===== src/rtl/regression_window_ctrl.sv =====
// regression_window_ctrl
// Collects a window of (x, y) samples into the sums used by the n*MSE
// regression datapath. Once the window closes, it holds those sums stable
// for MSE_LAT cycles. It then captures the datapath result and flags the
// window as an outlier against a threshold that was latched at window start.
module regression_window_ctrl #(
    parameter int WINDOW  = 16,
    parameter int MSE_LAT = 2
) (
    input  logic        clk,
    input  logic        rst,
    input  logic        start,
    input  logic        flush,
    input  logic        s_valid,
    output logic        s_ready,
    input  logic [7:0]  s_x,
    input  logic [7:0]  s_y,
    input  logic [31:0] beta0,
    input  logic [31:0] beta1,
    input  logic [31:0] threshold,
    output logic [15:0] dp_n,
    output logic [15:0] dp_sig_x,
    output logic [15:0] dp_sig_y,
    output logic [31:0] dp_sig_xy,
    output logic [31:0] dp_sig_x2,
    output logic [31:0] dp_sig_y2,
    output logic [31:0] dp_beta0,
    output logic [31:0] dp_beta1,
    input  logic [31:0] dp_result,
    output logic        busy,
    output logic        done,
    output logic [31:0] n_times_mse,
    output logic        outlier
);

    localparam logic [1:0] S_IDLE  = 2'd0;
    localparam logic [1:0] S_ACCUM = 2'd1;
    localparam logic [1:0] S_WAIT  = 2'd2;
    localparam logic [1:0] S_DONE  = 2'd3;

    // The settle counter counts 0 .. MSE_LAT-1, so it needs at least one bit.
    localparam int               CNT_W    = (MSE_LAT > 1) ? $clog2(MSE_LAT) : 1;
    localparam logic [CNT_W-1:0] CNT_LAST = CNT_W'(MSE_LAT - 1);
    localparam logic [15:0]      N_LAST   = 16'(WINDOW);

    logic [1:0]       r_state;
    logic [CNT_W-1:0] r_waitCnt;
    logic [15:0]      r_n;
    logic [15:0]      r_sigX;
    logic [15:0]      r_sigY;
    logic [31:0]      r_sigXy;
    logic [31:0]      r_sigX2;
    logic [31:0]      r_sigY2;
    logic [31:0]      r_beta0;
    logic [31:0]      r_beta1;
    logic [31:0]      r_threshold;
    logic [31:0]      r_nTimesMse;
    logic             r_outlier;

    logic             w_handshake;
    logic [15:0]      w_nNext;
    logic             w_closeWindow;
    logic             w_lastWait;
    logic [15:0]      w_prodXy;
    logic [15:0]      w_prodX2;
    logic [15:0]      w_prodY2;

    // s_ready comes from state alone, so a handshake is possible only in ACCUM.
    assign w_handshake = s_valid && (r_state == S_ACCUM);
    assign w_nNext     = r_n + 16'd1;

    // The window closes when this sample fills it. It also closes on flush if
    // at least one sample will have been counted after this edge. A flush
    // with an empty window is ignored.
    assign w_closeWindow = (w_handshake && (w_nNext == N_LAST))
                         || (flush && (w_handshake || (r_n != 16'd0)));

    assign w_lastWait = (r_waitCnt == CNT_LAST);

    // The operands are zero-extended, so each 8x8 product fits in 16 bits.
    assign w_prodXy = {8'd0, s_x} * {8'd0, s_y};
    assign w_prodX2 = {8'd0, s_x} * {8'd0, s_x};
    assign w_prodY2 = {8'd0, s_y} * {8'd0, s_y};

    // Sequences IDLE -> ACCUM -> WAIT -> DONE and runs the settle counter.
    always_ff @(posedge clk) begin
        if (rst) begin
            r_state   <= S_IDLE;
            r_waitCnt <= '0;
        end else begin
            case (r_state)
                S_IDLE: begin
                    if (start) begin
                        r_state <= S_ACCUM;
                    end
                end
                S_ACCUM: begin
                    if (w_closeWindow) begin
                        r_state   <= S_WAIT;
                        r_waitCnt <= '0;
                    end
                end
                S_WAIT: begin
                    if (w_lastWait) begin
                        r_state <= S_DONE;
                    end else begin
                        r_waitCnt <= r_waitCnt + 1'b1;
                    end
                end
                S_DONE: begin
                    r_state <= S_IDLE;
                end
                default: begin
                    r_state <= S_IDLE;
                end
            endcase
        end
    end

    // Clears the sums and latches the coefficients on start. Each accepted
    // sample is then added in. Outside ACCUM the sums stay frozen.
    always_ff @(posedge clk) begin
        if (rst) begin
            r_n         <= '0;
            r_sigX      <= '0;
            r_sigY      <= '0;
            r_sigXy     <= '0;
            r_sigX2     <= '0;
            r_sigY2     <= '0;
            r_beta0     <= '0;
            r_beta1     <= '0;
            r_threshold <= '0;
        end else if ((r_state == S_IDLE) && start) begin
            r_n         <= '0;
            r_sigX      <= '0;
            r_sigY      <= '0;
            r_sigXy     <= '0;
            r_sigX2     <= '0;
            r_sigY2     <= '0;
            r_beta0     <= beta0;
            r_beta1     <= beta1;
            r_threshold <= threshold;
        end else if (w_handshake) begin
            r_n     <= w_nNext;
            r_sigX  <= r_sigX + {8'd0, s_x};
            r_sigY  <= r_sigY + {8'd0, s_y};
            r_sigXy <= r_sigXy + {16'd0, w_prodXy};
            r_sigX2 <= r_sigX2 + {16'd0, w_prodX2};
            r_sigY2 <= r_sigY2 + {16'd0, w_prodY2};
        end
    end

    // On the last settle cycle, captures the datapath result and its
    // unsigned threshold compare. Both are then held until the next window.
    always_ff @(posedge clk) begin
        if (rst) begin
            r_nTimesMse <= '0;
            r_outlier   <= 1'b0;
        end else if ((r_state == S_WAIT) && w_lastWait) begin
            r_nTimesMse <= dp_result;
            r_outlier   <= (dp_result > r_threshold);
        end
    end

    assign s_ready     = (r_state == S_ACCUM);
    assign busy        = (r_state != S_IDLE);
    assign done        = (r_state == S_DONE);
    assign n_times_mse = r_nTimesMse;
    assign outlier     = r_outlier;

    assign dp_n      = r_n;
    assign dp_sig_x  = r_sigX;
    assign dp_sig_y  = r_sigY;
    assign dp_sig_xy = r_sigXy;
    assign dp_sig_x2 = r_sigX2;
    assign dp_sig_y2 = r_sigY2;
    assign dp_beta0  = r_beta0;
    assign dp_beta1  = r_beta1;

endmodule


===== config.mk =====
export PLATFORM = sky130hd
export DESIGN_NAME = regression_window_ctrl
export DESIGN_NICKNAME = d
export VERILOG_FILES = /design/src/rtl/regression_window_ctrl.sv
export SDC_FILE = /design/constraint.sdc
export NUM_CORES = 1
export LEC_CHECK = 0
export BUFFER_PORTS_ARGS = -buffer_cell sky130_fd_sc_hd__buf_2
export CAP_MARGIN = 15
export CORE_UTILIZATION = 57
export CTS_CLUSTER_DIAMETER = 40
export DETAILED_ROUTE_END_ITERATION = 6
export PLACE_DENSITY = 0.81
export SLEW_MARGIN = 5
export SYNTH_ARGS = -nofsm -noshare
export SYNTH_HDL_FRONTEND = slang
export SYNTH_SLANG_ARGS = --single-unit

===== constraint.sdc =====
create_clock -name clk -period 7.1 [get_ports clk]
set_clock_uncertainty 0.2 [all_clocks]
set_input_delay 1.065 -clock clk [delete_from_list [all_inputs] [get_ports clk]]
set_output_delay 1.065 -clock clk [all_outputs]
set_load 0.005 [all_outputs]

Yosys cells after proc, flatten, opt, wreduce, memory -nomap -nowiden
Cells that the tools add are included.
- bits of input ports: 149
- bits in registers: 276
- logic and storage cells: 52
- output and inout port bits: 244
- $mul: 3
- add/sub/neg operators: 7
- multiplexer cells: 7
- order comparisons: 1
- equal/unequal tests: 7
- reductions and logical operators: 14
- operators by type and width (cell ; number):
    adder 32 x 16 -> 32 bit ; 3
    multiplier 8 x 8 -> 16 bit ; 3
    adder 16 x 8 -> 16 bit ; 2
    greater-than comparator 32 bit ; 1
    adder 16 x 1 -> 16 bit (second input constant) ; 1
    equality test 16 x 5 -> 1 bit (second input constant) ; 1
    nonzero test 16 bit ; 1
    one-hot mux 2 bit (4 select lines) ; 1
    two-way mux 2 bit ; 3
    logical AND 1 bit ; 5
    equality test 2 bit (second input constant) ; 2
    inequality test 2 bit (second input constant) ; 2
    nonzero test 2 bit ; 2
    AND reduction 3 bit ; 1
    equality test 2 x 1 -> 1 bit (second input constant) ; 1
    zero test 2 bit ; 1
    logical OR 1 bit ; 2
    two-way mux 1 bit ; 2
    inequality test 2 x 1 -> 1 bit (second input constant) ; 1
    one-hot mux 1 bit (2 select lines) ; 1
    AND reduction 2 bit ; 1
    OR reduction 2 bit ; 1
    adder 1 bit (second input constant) ; 1

Logic depth before layout (Yosys ltp)
Gate-level depths: netlist of run 1.
- depth after elaboration: 7
- depth in mapped cells: 19
- depth with buffers taken out: 18

Worst setup path before layout of run 1
Ideal clock, no wire load.
- path type: input to register
- from: in s_x[6]
- to: reg r_sigXy[21] (netlist: dp_sig_xy[21])
- setup slack: 1.483 ns
- stages: 17
- data required time: 6.772 ns
- buffers on the path: 2
- setup time: 0.128 ns
- data arrival time: 5.290 ns
- cell sequence: clkbuf_1 clkbuf_1 and2_1 fa_1 fa_1 inv_1 fa_1 fa_1 inv_1 ha_1 nand4_1 nor2_1 o311ai_1 a211o_1 a211oi_1 xnor2_1 nor2_1
- cells in the longest elaborated chain, start to end: 2
- RTL lines (item ; line ; RTL):
    start: declaration ; 16 ; input logic [7:0] s_x,
    multiplier 8 x 8 -> 16 bit ; 81 ; assign w_prodXy = {8'd0, s_x} * {8'd0, s_y};
    adder 32 x 16 -> 32 bit ; 147 ; r_sigXy <= r_sigXy + {16'd0, w_prodXy};
    end signal: assignment ; 147 ;
    end: declaration ; 51 ; logic [31:0] r_sigXy;
No other way between the ends.
A chain may end at the register's enable or synchronous reset.

Worst setup path in the final report of run 1
- from: in s_x[5]
- to: reg r_sigX2[26] (netlist: dp_sig_x2[26])
- cells in the longest elaborated chain, start to end: 2
- RTL lines (item ; line ; RTL):
    multiplier 8 x 8 -> 16 bit ; 82 ; assign w_prodX2 = {8'd0, s_x} * {8'd0, s_x};
    adder 32 x 16 -> 32 bit ; 148 ; r_sigX2 <= r_sigX2 + {16'd0, w_prodX2};
    end signal: assignment ; 148 ;
    end: declaration ; 52 ; logic [31:0] r_sigX2;
No other way between the ends.

==> flow_summary_export.csv, run 1 <==
group,metric,value,unit
run_status,status,"complete, no violations",
yosys,synth_common_cells,"nand2_1 (434), inv_1 (308), dfxtp_1 (276), a21oi_1 (230), ha_1 (183)",
setup_path,max_stage_delay,550,ps
setup_path,cp.required,7350,ps
setup_path,start_kind,"input port",
place,place_ws,817,ps
yosys,yosys_warnings,0,
yosys,synth_edf_count,0,
layout,drive_above_1_share,18.6,%
yosys,synth_cell_types,72,
place,portBuffers,392,
setup_path,slowest_stage,"fa_1",
clock_tree,cts_buffer_depth,3,
place,routabilityCongestion,0.921,
yosys,ys_ff_latch,276,
global_routing,grt_pass1_vias,18100,
floorplanning,ioPinCount,393,
floorplanning,coreArea,33500,um^2
floorplanning,start_util,57.8,%
setup_path,cp-startpoint,"s_x[5]",
setup_path,worstPathArrival,6040,ps
yosys,synthXorXnorAreaFrac,4.34,%
yosys,synth.most_common_cell,"nand2_1",
drt,antenna_left,0,
yosys,netlist.area_leader.share,28.5,%
timing,tns,0,ps
floorplanning,chipWidth,186,um
clock_tree,numCtsBuffers,45,
yosys,async_reset_ff_share,0,%
clock_tree,h-tree-depth,2,
min_path,hp-start,"dp_beta1[29]$_SDFFE_PP0P_",
power_and_ir_drop,p_leak,11.1,nW
yosys,synth_area_leaders,"dfxtp_1 (28%), fa_1 (13%), ha_1 (12%)",
setup_path,cp_num_buf_inv,4,
clock_tree,cts_num_sinks,276,
timing,worst_slew_pin_slew,1120,ps
global_routing,track_usage,31.1,%
yosys,synth-main-ff-cell,"dfxtp_1",
setup_path,cp-end-kind,"flip-flop",
drt,drc_errors,0,
yosys,syn_inst,2393,
power_and_ir_drop,peakVddDrop,0.206,mV
setup_path,cp_max_fo,16,
min_path,hold_path.class,"reg2reg",
timing,period_needed,5790,ps
yosys,syn_area,19400,um^2
flow_run,max-cap-violations,0,
layout,fin_nets,3196,
clock_tree,ctsResizeCount,0,
power_and_ir_drop,p_per_area,297,nW/um^2
timing,hold_violations,0,
global_routing,antenna_found_initial,5,
yosys,synth-compound-area-share,12.9,%
clock_tree,worstSkewPairLatency,600,ps
setup_path,critPathMostFrequentCell,"fa_1",
global_routing,grt_overflow,0,
clock_tree,cts_tree,"built",
setup_path,worstSetupPathType,"in2reg",
yosys,yosys.area.top_type,"dfxtp_1",
drt,drt-pass1-iter-count,5,
floorplanning,dieArea,34800,um^2
drt,avgRoutedWirePerCell,16.7,um
clock_tree,post_cts_buffers,0,
yosys,yosys-mux-area-fraction,0.955,%
layout,area_delta_synth_final,19.4,%
drt,via_per_inst,5.54,
global_routing,grt_pass1_wl,88400,um
yosys,synth.avg_cell_area,8.10,um^2
timing,relSlewSlack,25.5,%
timing,drv_slew,0,
drt,detail_route.wirelength,53900,um
floorplanning,num_rows,67,
yosys,seq_area_frac_synth,28.5,%
yosys,synth_top_family_by_area,"adder cells",
timing,timing.fmax,173,MHz
yosys,synth_fa_ha_area_share,24.8,%
drt,vias,17900,
clock_tree,postCtsHoldBufs,0,
place,dp_hpwl,39500,um
setup_path,cp_cell_sequence,"buf_2 > inv_1 > nor2_1 > fa_1 > fa_1 > inv_1 > fa_1 > fa_1 > inv_1 > ha_1 > nand3_1 > nor2_1 > a211oi_1 > o2111ai_1 > and4_1 > xnor2_1 > nor2_1",
power_and_ir_drop,power,6.88,mW
drt,drtIter0Drc,1032,
timing,setup_viol,0,
global_routing,grt_max_degree,107,
setup_path,rr_startpoint,"dp_sig_y2[7]$_SDFFE_PP0P_",
timing,fin_ws,1310,ps
clock_tree,cts_root_buffer,"clkbuf_16",
clock_tree,cts.clk_slew.worst_paths,60,ps
yosys,synth-simple-area-share,20.5,%
setup_path,cp_top_family,"adder cells",
timing,rsz0062_at_grt,"false",
yosys,syn-num-nets,2851,
floorplanning,die_y,186,um
timing,period_share,81.6,%
-- metal layers --
| metal | track usage [%] | up-vias | part of all wire (%) |
|---|---|---|---|
| li1 | - | 8513 | - |
| met1 | 35.4 | 8466 | 39 |
| met2 | 53.5 | 700 | 48 |
| met3 | 6.13 | 184 | 6.7 |
| met4 | 19.4 | 0 | 6.3 |
| met5 | 0 | - | 0 |
-- report_power, final --
group	internal, mW	leakage [nW]	switching, mW
combinational	1.11	8.09	1.76
sequential	1.71	2.24	0.109
clock	1.32	0.740	0.879
total	4.13	11.1	2.75
-- cell usage in the layout, fill, tap and decap left out, drive strengths merged, types with 7 or more instances in the layout --
| master | n |
|---|---|
| nand2b | 11 |
| a21o | 22 |
| fa | 126 |
| nand4 | 24 |
| dfxtp | 276 |
| a211oi | 23 |
| nor4 | 8 |
| a21oi | 232 |
| xor2 | 43 |
| o21a | 12 |
| o31ai | 12 |
| a21boi | 8 |
| or4 | 7 |
| nor2 | 130 |
| nand2 | 434 |
| xnor2 | 53 |
| nor3 | 28 |
| nand3 | 58 |
| a31oi | 8 |
| and4 | 8 |
| o21ai | 67 |
| buf | 400 |
| clkinv | 12 |
| mux2i | 17 |
| inv | 320 |
| ha | 183 |
| or3 | 23 |
| nor2b | 22 |
| and3 | 19 |
| and2 | 78 |
| clkbuf | 51 |
-- layout make-up --
cell class,count,area (um^2)
repair buffers,400,2040
diodes,5,12.5
fillers,2730,10400
inverters,308,1160
well taps,448,561
clock buffers,51,1200
clock inverters,32,329
multi-input cells,1707,12300
flip-flops and latches,276,5530
-- registers in the layout, summed over array words and instances, names as in the netlist, 16 cells and up --
name / cells
dp_sig_x: 16
r_threshold: 32
dp_sig_x2: 32
dp_beta0: 32
dp_n: 16
dp_sig_y: 16
n_times_mse: 32
dp_beta1: 32
dp_sig_y2: 32
dp_sig_xy: 32
-- worst register-to-register path: cells and delay by family (launching register included) --
kind	cells	cell delay (ps)
AND/OR/NAND/NOR	3	810
buffers and inverters	4	230
AO/OA/AOI/OAI	3	960
adder cells (fa/ha/maj)	5	2250
flip-flops	1	390
-- worst paths after layout --
check                                to  slack (ps)  depth (start not counted)
max          dp_sig_x2[26]$_SDFFE_PP0P_        1310                         17
min           dp_beta1[29]$_SDFFE_PP0P_         250                          2
max reg2reg  dp_sig_y2[26]$_SDFFE_PP0P_        2080                         15
min reg2reg   dp_beta1[29]$_SDFFE_PP0P_         250                          2
-- through the flow --
step | util, % | hold WS (ps) | std cells | instance area (um^2)
global placement | 64.4 | 239 | 3138 | 21600
finish | 69.1 | 251 | 3227 | 23200
floorplan | - | 236 | 2393 | 19400
CTS | 68.9 | 251 | 3221 | 23100
detailed placement | 64.4 | 243 | 3138 | 21600
global route | 69.1 | 264 | 3227 | 23200
-- cells by family (layout without fill, tap and decap cells) --
group / Yosys count / in the layout
flip-flops: 276 / 276
buffers and inverters: 410 / 791
AND/OR/NAND/NOR: 862 / 862
multiplexers: 18 / 18
other: 0 / 5
XOR/XNOR: 96 / 96
adder cells (fa/ha/maj): 309 / 309
AO/OA/AOI/OAI: 422 / 422
Note: power is estimated with default switching activity, not from simulation.
==> run 2, diff against run 1 <==
ABC_AREA = 1   (was default)
clock period = 5.56 ns   (was 7.1 ns; I/O delays follow)
==> run 2 against run 1 <==
First-iteration DRC count is 22% higher. Clock-buffer cell count is 2 lower. Critical path type unchanged. Utilization is 0.79 points higher. Global-route usage is 0.51 points higher. Synthesized cell count is 13% higher. Total power is 43% higher. Register-to-register slack worse by 1100 ps. Worst setup slack worse by 760 ps. Synthesized area is 1.9% higher. Final cell count is 9.6% higher. Critical endpoint is now dp_sig_x2[27]$_SDFFE_PP0P_. Final area is 2.2% higher. Sequential share of layout area is 0.50 points lower.
==> flow_summary_export.csv, run 2 <==
group,metric,value,unit
layout,seq_area,5530,um^2
floorplanning,dieArea,35400,um^2
clock_tree,postCtsHoldBufs,0,
layout,multi_input_area,11900,um^2
setup_path,critPathMostFrequentCell,"nand2_1",
timing,setup_viol,0,
yosys,synth-main-ff-cell,"dfxtp_1",
setup_path,cp-end-kind,"flip-flop",
min_path,hold_path.class,"reg2reg",
floorplanning,die_y,188,um
yosys,synth.most_common_cell,"inv_1",
floorplanning,coreArea,33900,um^2
drt,antenna_left,0,
timing,hold_violations,0,
global_routing,antenna_found_initial,2,
run_status,status,"complete, no violations",
setup_path,cp_cell_sequence,"buf_2 > nand2_1 > xor2_1 > ha_1 > o21bai_1 > fa_1 > fa_1 > inv_1 > fa_1 > inv_1 > ha_1 > a21oi_1 > o21ai_0 > a21oi_1 > nand2_1 > a21oi_1 > nor2_1 > nand2_1 > nand2_1 > nor3b_1",
layout,area_delta_synth_final,19.7,%
timing,worst_slew_pin_slew,1080,ps
global_routing,grt_pass1_vias,18400,
floorplanning,start_util,58.4,%
timing,drv_slew,0,
global_routing,grt_max_degree,128,
yosys,syn-num-nets,3162,
global_routing,grt_pass1_wl,90200,um
timing,period_share,90.1,%
clock_tree,cts.clk_slew.worst_paths,50,ps
global_routing,track_usage,31.6,%
clock_tree,cts_num_sinks,276,
timing,relSlewSlack,27.7,%
layout,layout_common_cells,"inv_1 (506), nand2_1 (414), buf_2 (392), nor2_1 (357), dfxtp_1 (276)",
clock_tree,h-tree-depth,2,
layout,final_common_cell,"inv_1",
setup_path,worstSetupPathType,"in2reg",
drt,vias,18800,
clock_tree,worstSkewPairLatency,570,ps
setup_path,start_kind,"input port",
drt,detail_route.wirelength,56100,um
layout,fin_area,23700,um^2
global_routing,gr-usage-met3,7.15,%
floorplanning,chipWidth,188,um
drt,avgRoutedWirePerCell,15.9,um
clock_tree,numCtsBuffers,43,
layout,fillers,2756,
min_path,hp-start,"r_threshold[22]$_SDFFE_PP0P_",
layout,fin_nets,3512,
yosys,netlist.area_leader.share,28.0,%
global_routing,grt_use_met1,38.8,%
setup_path,cp_max_fo,17,
drt,via_per_inst,5.31,
setup_path,worstPathArrival,5220,ps
place,dp_hpwl,42200,um
place,place_area,22100,um^2
yosys,seq_area_frac_synth,28.0,%
drt,drt-pass1-iter-count,6,
power_and_ir_drop,peakVddDrop,0.314,mV
clock_tree,cts_buffer_depth,3,
timing,whs,262,ps
drt,drc_errors,0,
layout,drive_above_1_share,16.9,%
floorplanning,num_rows,67,
global_routing,grt_busiest_layer,"met2",
yosys,async_reset_ff_share,0,%
yosys,synth.avg_cell_area,7.31,um^2
setup_path,slowest_stage,"fa_1",
yosys,yosys_warnings,0,
place,routabilityCongestion,0.954,
yosys,synth_edf_count,0,
yosys,synth_cell_types,51,
setup_path,cp.required,5770,ps
setup_path,max_stage_delay,520,ps
yosys,ys_ff_latch,276,
yosys,synth_area_leaders,"dfxtp_1 (28%), fa_1 (13%), ha_1 (12%)",
power_and_ir_drop,p_leak,12.7,nW
setup_path,reg2reg_depth,19,
yosys,synth_common_cells,"inv_1 (508), nand2_1 (416), nor2_1 (358), dfxtp_1 (276), o21ai_0 (236)",
yosys,yosys.area.top_type,"dfxtp_1",
min_path,holdPathStages,2,
drt,drtIter0Drc,1261,
timing,rsz0062_at_grt,"false",
place,portBuffers,392,
clock_tree,cts_tree,"built",
yosys,syn_inst,2704,
yosys,syn_area,19800,um^2
global_routing,grt_overflow,0,
setup_path,rr_startpoint,"dp_sig_xy[6]$_SDFFE_PP0P_",
timing,period_needed,5010,ps
layout,final_core_util,69.9,%
setup_path,cp-startpoint,"s_x[2]",
timing,tns,0,ps
clock_tree,ctsResizeCount,0,
clock_tree,post_cts_buffers,0,
timing,timing.fmax,200,MHz
floorplanning,ioPinCount,393,
flow_run,max-cap-violations,0,
global_routing,grtUsageMet2,53.0,%
power_and_ir_drop,p_per_area,417,nW/um^2
clock_tree,cts_root_buffer,"clkbuf_16",
run 2: changes by cell type in the layout (fill, tap and decap cells not counted), moves of 22 or more:
cell | previous run | this run
nor2_1 | 126 | 357
o21ai_0 | 54 | 236
inv_1 | 308 | 506
a21oi_1 | 230 | 203
and2_1 | 76 | 0
or3_1 | 23 | 0
xnor2_1 | 53 | 18
nor2b_1 | 22 | 0
run 2: final timing paths:
kind | endpoint | slack [ps]
hold / removal | r_threshold[22]$_SDFFE_PP0P_ | 260
setup reg to reg | dp_sig_xy[23]$_SDFFE_PP0P_ | 1000
setup / recovery | dp_sig_x2[27]$_SDFFE_PP0P_ | 550
hold reg to reg | r_threshold[22]$_SDFFE_PP0P_ | 260
run 2: critical path: cells and delay by family:
kind	cells	cell delay, ps
buf+inv	3	450
simple gates	6	780
fa+ha+maj	5	1980
compound gates	5	960
xor+xnor	1	210
run 2: cell type report:
type                       count  share of cell area [%]
clock inverter                29                    1.90
multi-input combinational   1805                    50.4
antenna                        1                  0.0106
inverter                     514                    8.17
timing repair buffer         414                    8.99
tap                          448                    2.37
clock buffer                  49                    4.82
sequential                   276                    23.4
run 2: cell families after synthesis:
kind of cell,Yosys count,synth area share (%)
xor gates and xnor gates,70,3.10
muxes,2,0.101
buffers and inverters,623,11.9
DFF,276,28.0
adders and majority gates,309,24.3
and+or+nand+nor,919,19.2
AOI/OAI and AO/OA,505,13.5
run 2: metrics by stage:
| step | setup slack (ps) | total power [mW] | cells |
|---|---|---|---|
| after global routing | 226 | 10.6 | 3536 |
| after detailed placement | 20.0 | 6.85 | 3457 |
| after global placement | 81.2 | 6.72 | 3457 |
| after floorplan | 249 | 5.60 | 2704 |
| final | 549 | 9.85 | 3536 |
| after CTS | 607 | 9.89 | 3535 |
run 2: power by group:
group	total (mW)	switching, mW	internal [mW]
Combinational	4.35	2.68	1.67
Clock	2.98	1.03	1.95
Sequential	2.52	0.222	2.30
run 2: routing by layer:
metal	wire length [um]	share of wire (%)
met1	22600	40
met2	26800	48
met3	4370	7.8
met4	2300	4.1
met5	19	0.034
==> run 3, diff against run 2 <==
CELL_PAD_IN_SITES_DETAIL_PLACEMENT = 1   (was default)
CELL_PAD_IN_SITES_GLOBAL_PLACEMENT = 1   (was default)
CORE_UTILIZATION = 41   (was 57)
==> run 3 against run 2 <==
Global-route usage shrank 4.8 points. Final area grew 2.9%. Total power grew 7.3%. Clock power grew 18%. Maximum frequency grew 0.55%. Critical endpoint is now dp_sig_xy[18]$_SDFFE_PP0P_.
==> flow_summary_export.csv, run 3 (synthesized netlist as in run 2, its figures left out) <==
group,metric,value,unit
run_status,status,"complete, no violations",
clock_tree,postCtsHoldBufs,0,
place,routabilityCongestion,0.869,
setup_path,rrSetupSlack,900,ps
min_path,hp-start,"r_threshold[30]$_SDFFE_PP0P_",
clock_tree,cts_root_buffer,"clkbuf_16",
layout,layout_common_cells,"inv_1 (506), nand2_1 (414), buf_2 (392), nor2_1 (357), dfxtp_1 (276)",
layout,final_common_cell,"inv_1",
layout,area_delta_synth_final,23.2,%
clock_tree,cts.clk_slew.worst_paths,50,ps
drt,antenna_left,0,
setup_path,worstPathArrival,5300,ps
setup_path,cp.required,5880,ps
floorplanning,ioPinCount,393,
place,portBuffers,392,
drt,drc_errors,0,
setup_path,slowest_stage,"fa_1",
clock_tree,worstSkewPairLatency,620,ps
setup_path,r2r_end,"dp_sig_xy[31]$_SDFFE_PP0P_",
timing,tns,0,ps
global_routing,track_usage,26.8,%
floorplanning,chipWidth,222,um
min_path,hold_path.class,"reg2reg",
floorplanning,num_rows,80,
floorplanning,start_util,41.5,%
power_and_ir_drop,peakVddDrop,0.294,mV
drt,via_per_inst,5.13,
layout,drive_above_1_share,17.7,%
drt,detail_route.wirelength,66200,um
setup_path,cp-end-kind,"flip-flop",
global_routing,grt_pass1_wl,107000,um
timing,rsz0062_at_grt,"false",
layout,final_core_util,51.1,%
drt,drt-pass1-iter-count,5,
min_path,whs_endpoint,"r_threshold[30]$_SDFFE_PP0P_",
timing,setup_viol,0,
setup_path,cp_max_fo,18,
global_routing,grt_pass1_vias,20700,
timing,worst_slew_pin_slew,1130,ps
timing,timing.fmax,201,MHz
timing,period_needed,4980,ps
timing,fin_ws,576,ps
setup_path,worstSetupPathType,"in2reg",
clock_tree,cts_tree,"built",
setup_path,reg2reg_depth,19,
floorplanning,coreArea,47600,um^2
power_and_ir_drop,p_per_area,434,nW/um^2
setup_path,rr_startpoint,"dp_sig_xy[6]$_SDFFE_PP0P_",
place,dp_cells,3630,
clock_tree,numCtsBuffers,54,
clock_tree,h-tree-depth,2,
floorplanning,dieArea,49100,um^2
drt,drtIter0Drc,945,
clock_tree,cts_buffer_depth,3,
timing,whs,255,ps
power_and_ir_drop,p_leak,12.9,nW
layout,fin_nets,3530,
timing,hold_violations,0,
clock_tree,post_cts_buffers,0,
min_path,holdPathStages,2,
place,dp_hpwl,49800,um
global_routing,grt_overflow,0,
drt,vias,19200,
global_routing,grt_max_degree,129,
setup_path,start_kind,"input port",
timing,relSlewSlack,24.4,%
timing,drv_slew,0,
setup_path,cp_cell_sequence,"buf_2 > nand2_1 > fa_1 > fa_1 > inv_1 > fa_1 > inv_1 > fa_1 > inv_1 > ha_1 > nand2_1 > o21ai_1 > nor2_1 > o21bai_2 > nand2_1 > nand2_1 > nand2_1 > or2_0 > a21oi_1",
clock_tree,cts_num_sinks,276,
timing,period_share,89.6,%
layout,finalNonFillerCells,3739,
drt,avgRoutedWirePerCell,17.7,um
setup_path,max_stage_delay,550,ps
clock_tree,ctsResizeCount,0,
setup_path,critPathMostFrequentCell,"nand2_1",
floorplanning,die_y,222,um
place,place_ws,3.65,ps
global_routing,antenna_found_initial,6,
flow_run,max-cap-violations,0,
[run 3: cell types whose count changed in the layout (fill, tap and decap cells not counted), moves of 3 or more]
cell	change
clkbuf_8	+3
clkinv_16	+3
diode_2	+6
inv_6	+3
clkbuf_16	+10
clkinv_4	+10
buf_4	+6
[run 3: layer usage]
layer	part of all wire [%]	up-vias	track usage [%]
met1	40	9397	30.7
li1	-	9200	-
met3	5.2	128	5.30
met5	0	-	0
met2	51	450	48.8
met4	3.7	0	9.99
[run 3: report_power, final]
group | internal (mW) | leakage [nW] | switching, mW
clock network | 2.26 | 0.945 | 1.27
logic | 1.71 | 9.69 | 2.82
registers | 2.30 | 2.25 | 0.229
[run 3: through the flow]
step	total power, mW	cell area, um^2
global route	11.4	24300
CTS	10.7	24300
finish	10.6	24300
global placement	6.83	22300
detailed placement	7.05	22300
floorplan	5.60	19800
[run 3: area by class of cell]
type                       count  area [um^2]
fill                        6059        23300
multi-input combinational   1805        11900
sequential                   276         5530
timing repair buffer         421         2190
inverter                     514         1930
clock buffer                  61         1430
tap                          615          769
clock inverter                40          564
antenna                        7         17.5
[run 3: critical path, delay by kind of cell]
kind / cells / cell delay (ps)
buf+inv: 4 / 540
fa+ha+maj: 5 / 2430
simple gates: 7 / 960
compound gates: 3 / 500
[run 3: worst max-delay path by stage]
stage / from / to / slack, ps / depth (start not counted)
2_1_floorplan: s_y[5] / dp_sig_xy[30]$_SDFFE_PP0P_ / 250 / 20
3_3_place_gp: s_x[2] / dp_sig_x2[27]$_SDFFE_PP0P_ / 100 / 20
3_5_place_dp: s_y[7] / dp_sig_xy[30]$_SDFFE_PP0P_ / 4 / 19
4_1_cts: s_y[7] / dp_sig_xy[18]$_SDFFE_PP0P_ / 600 / 19
5_1_grt: s_x[6] / dp_sig_x2[27]$_SDFFE_PP0P_ / 200 / 20
6_report: s_x[3] / dp_sig_xy[18]$_SDFFE_PP0P_ / 580 / 19
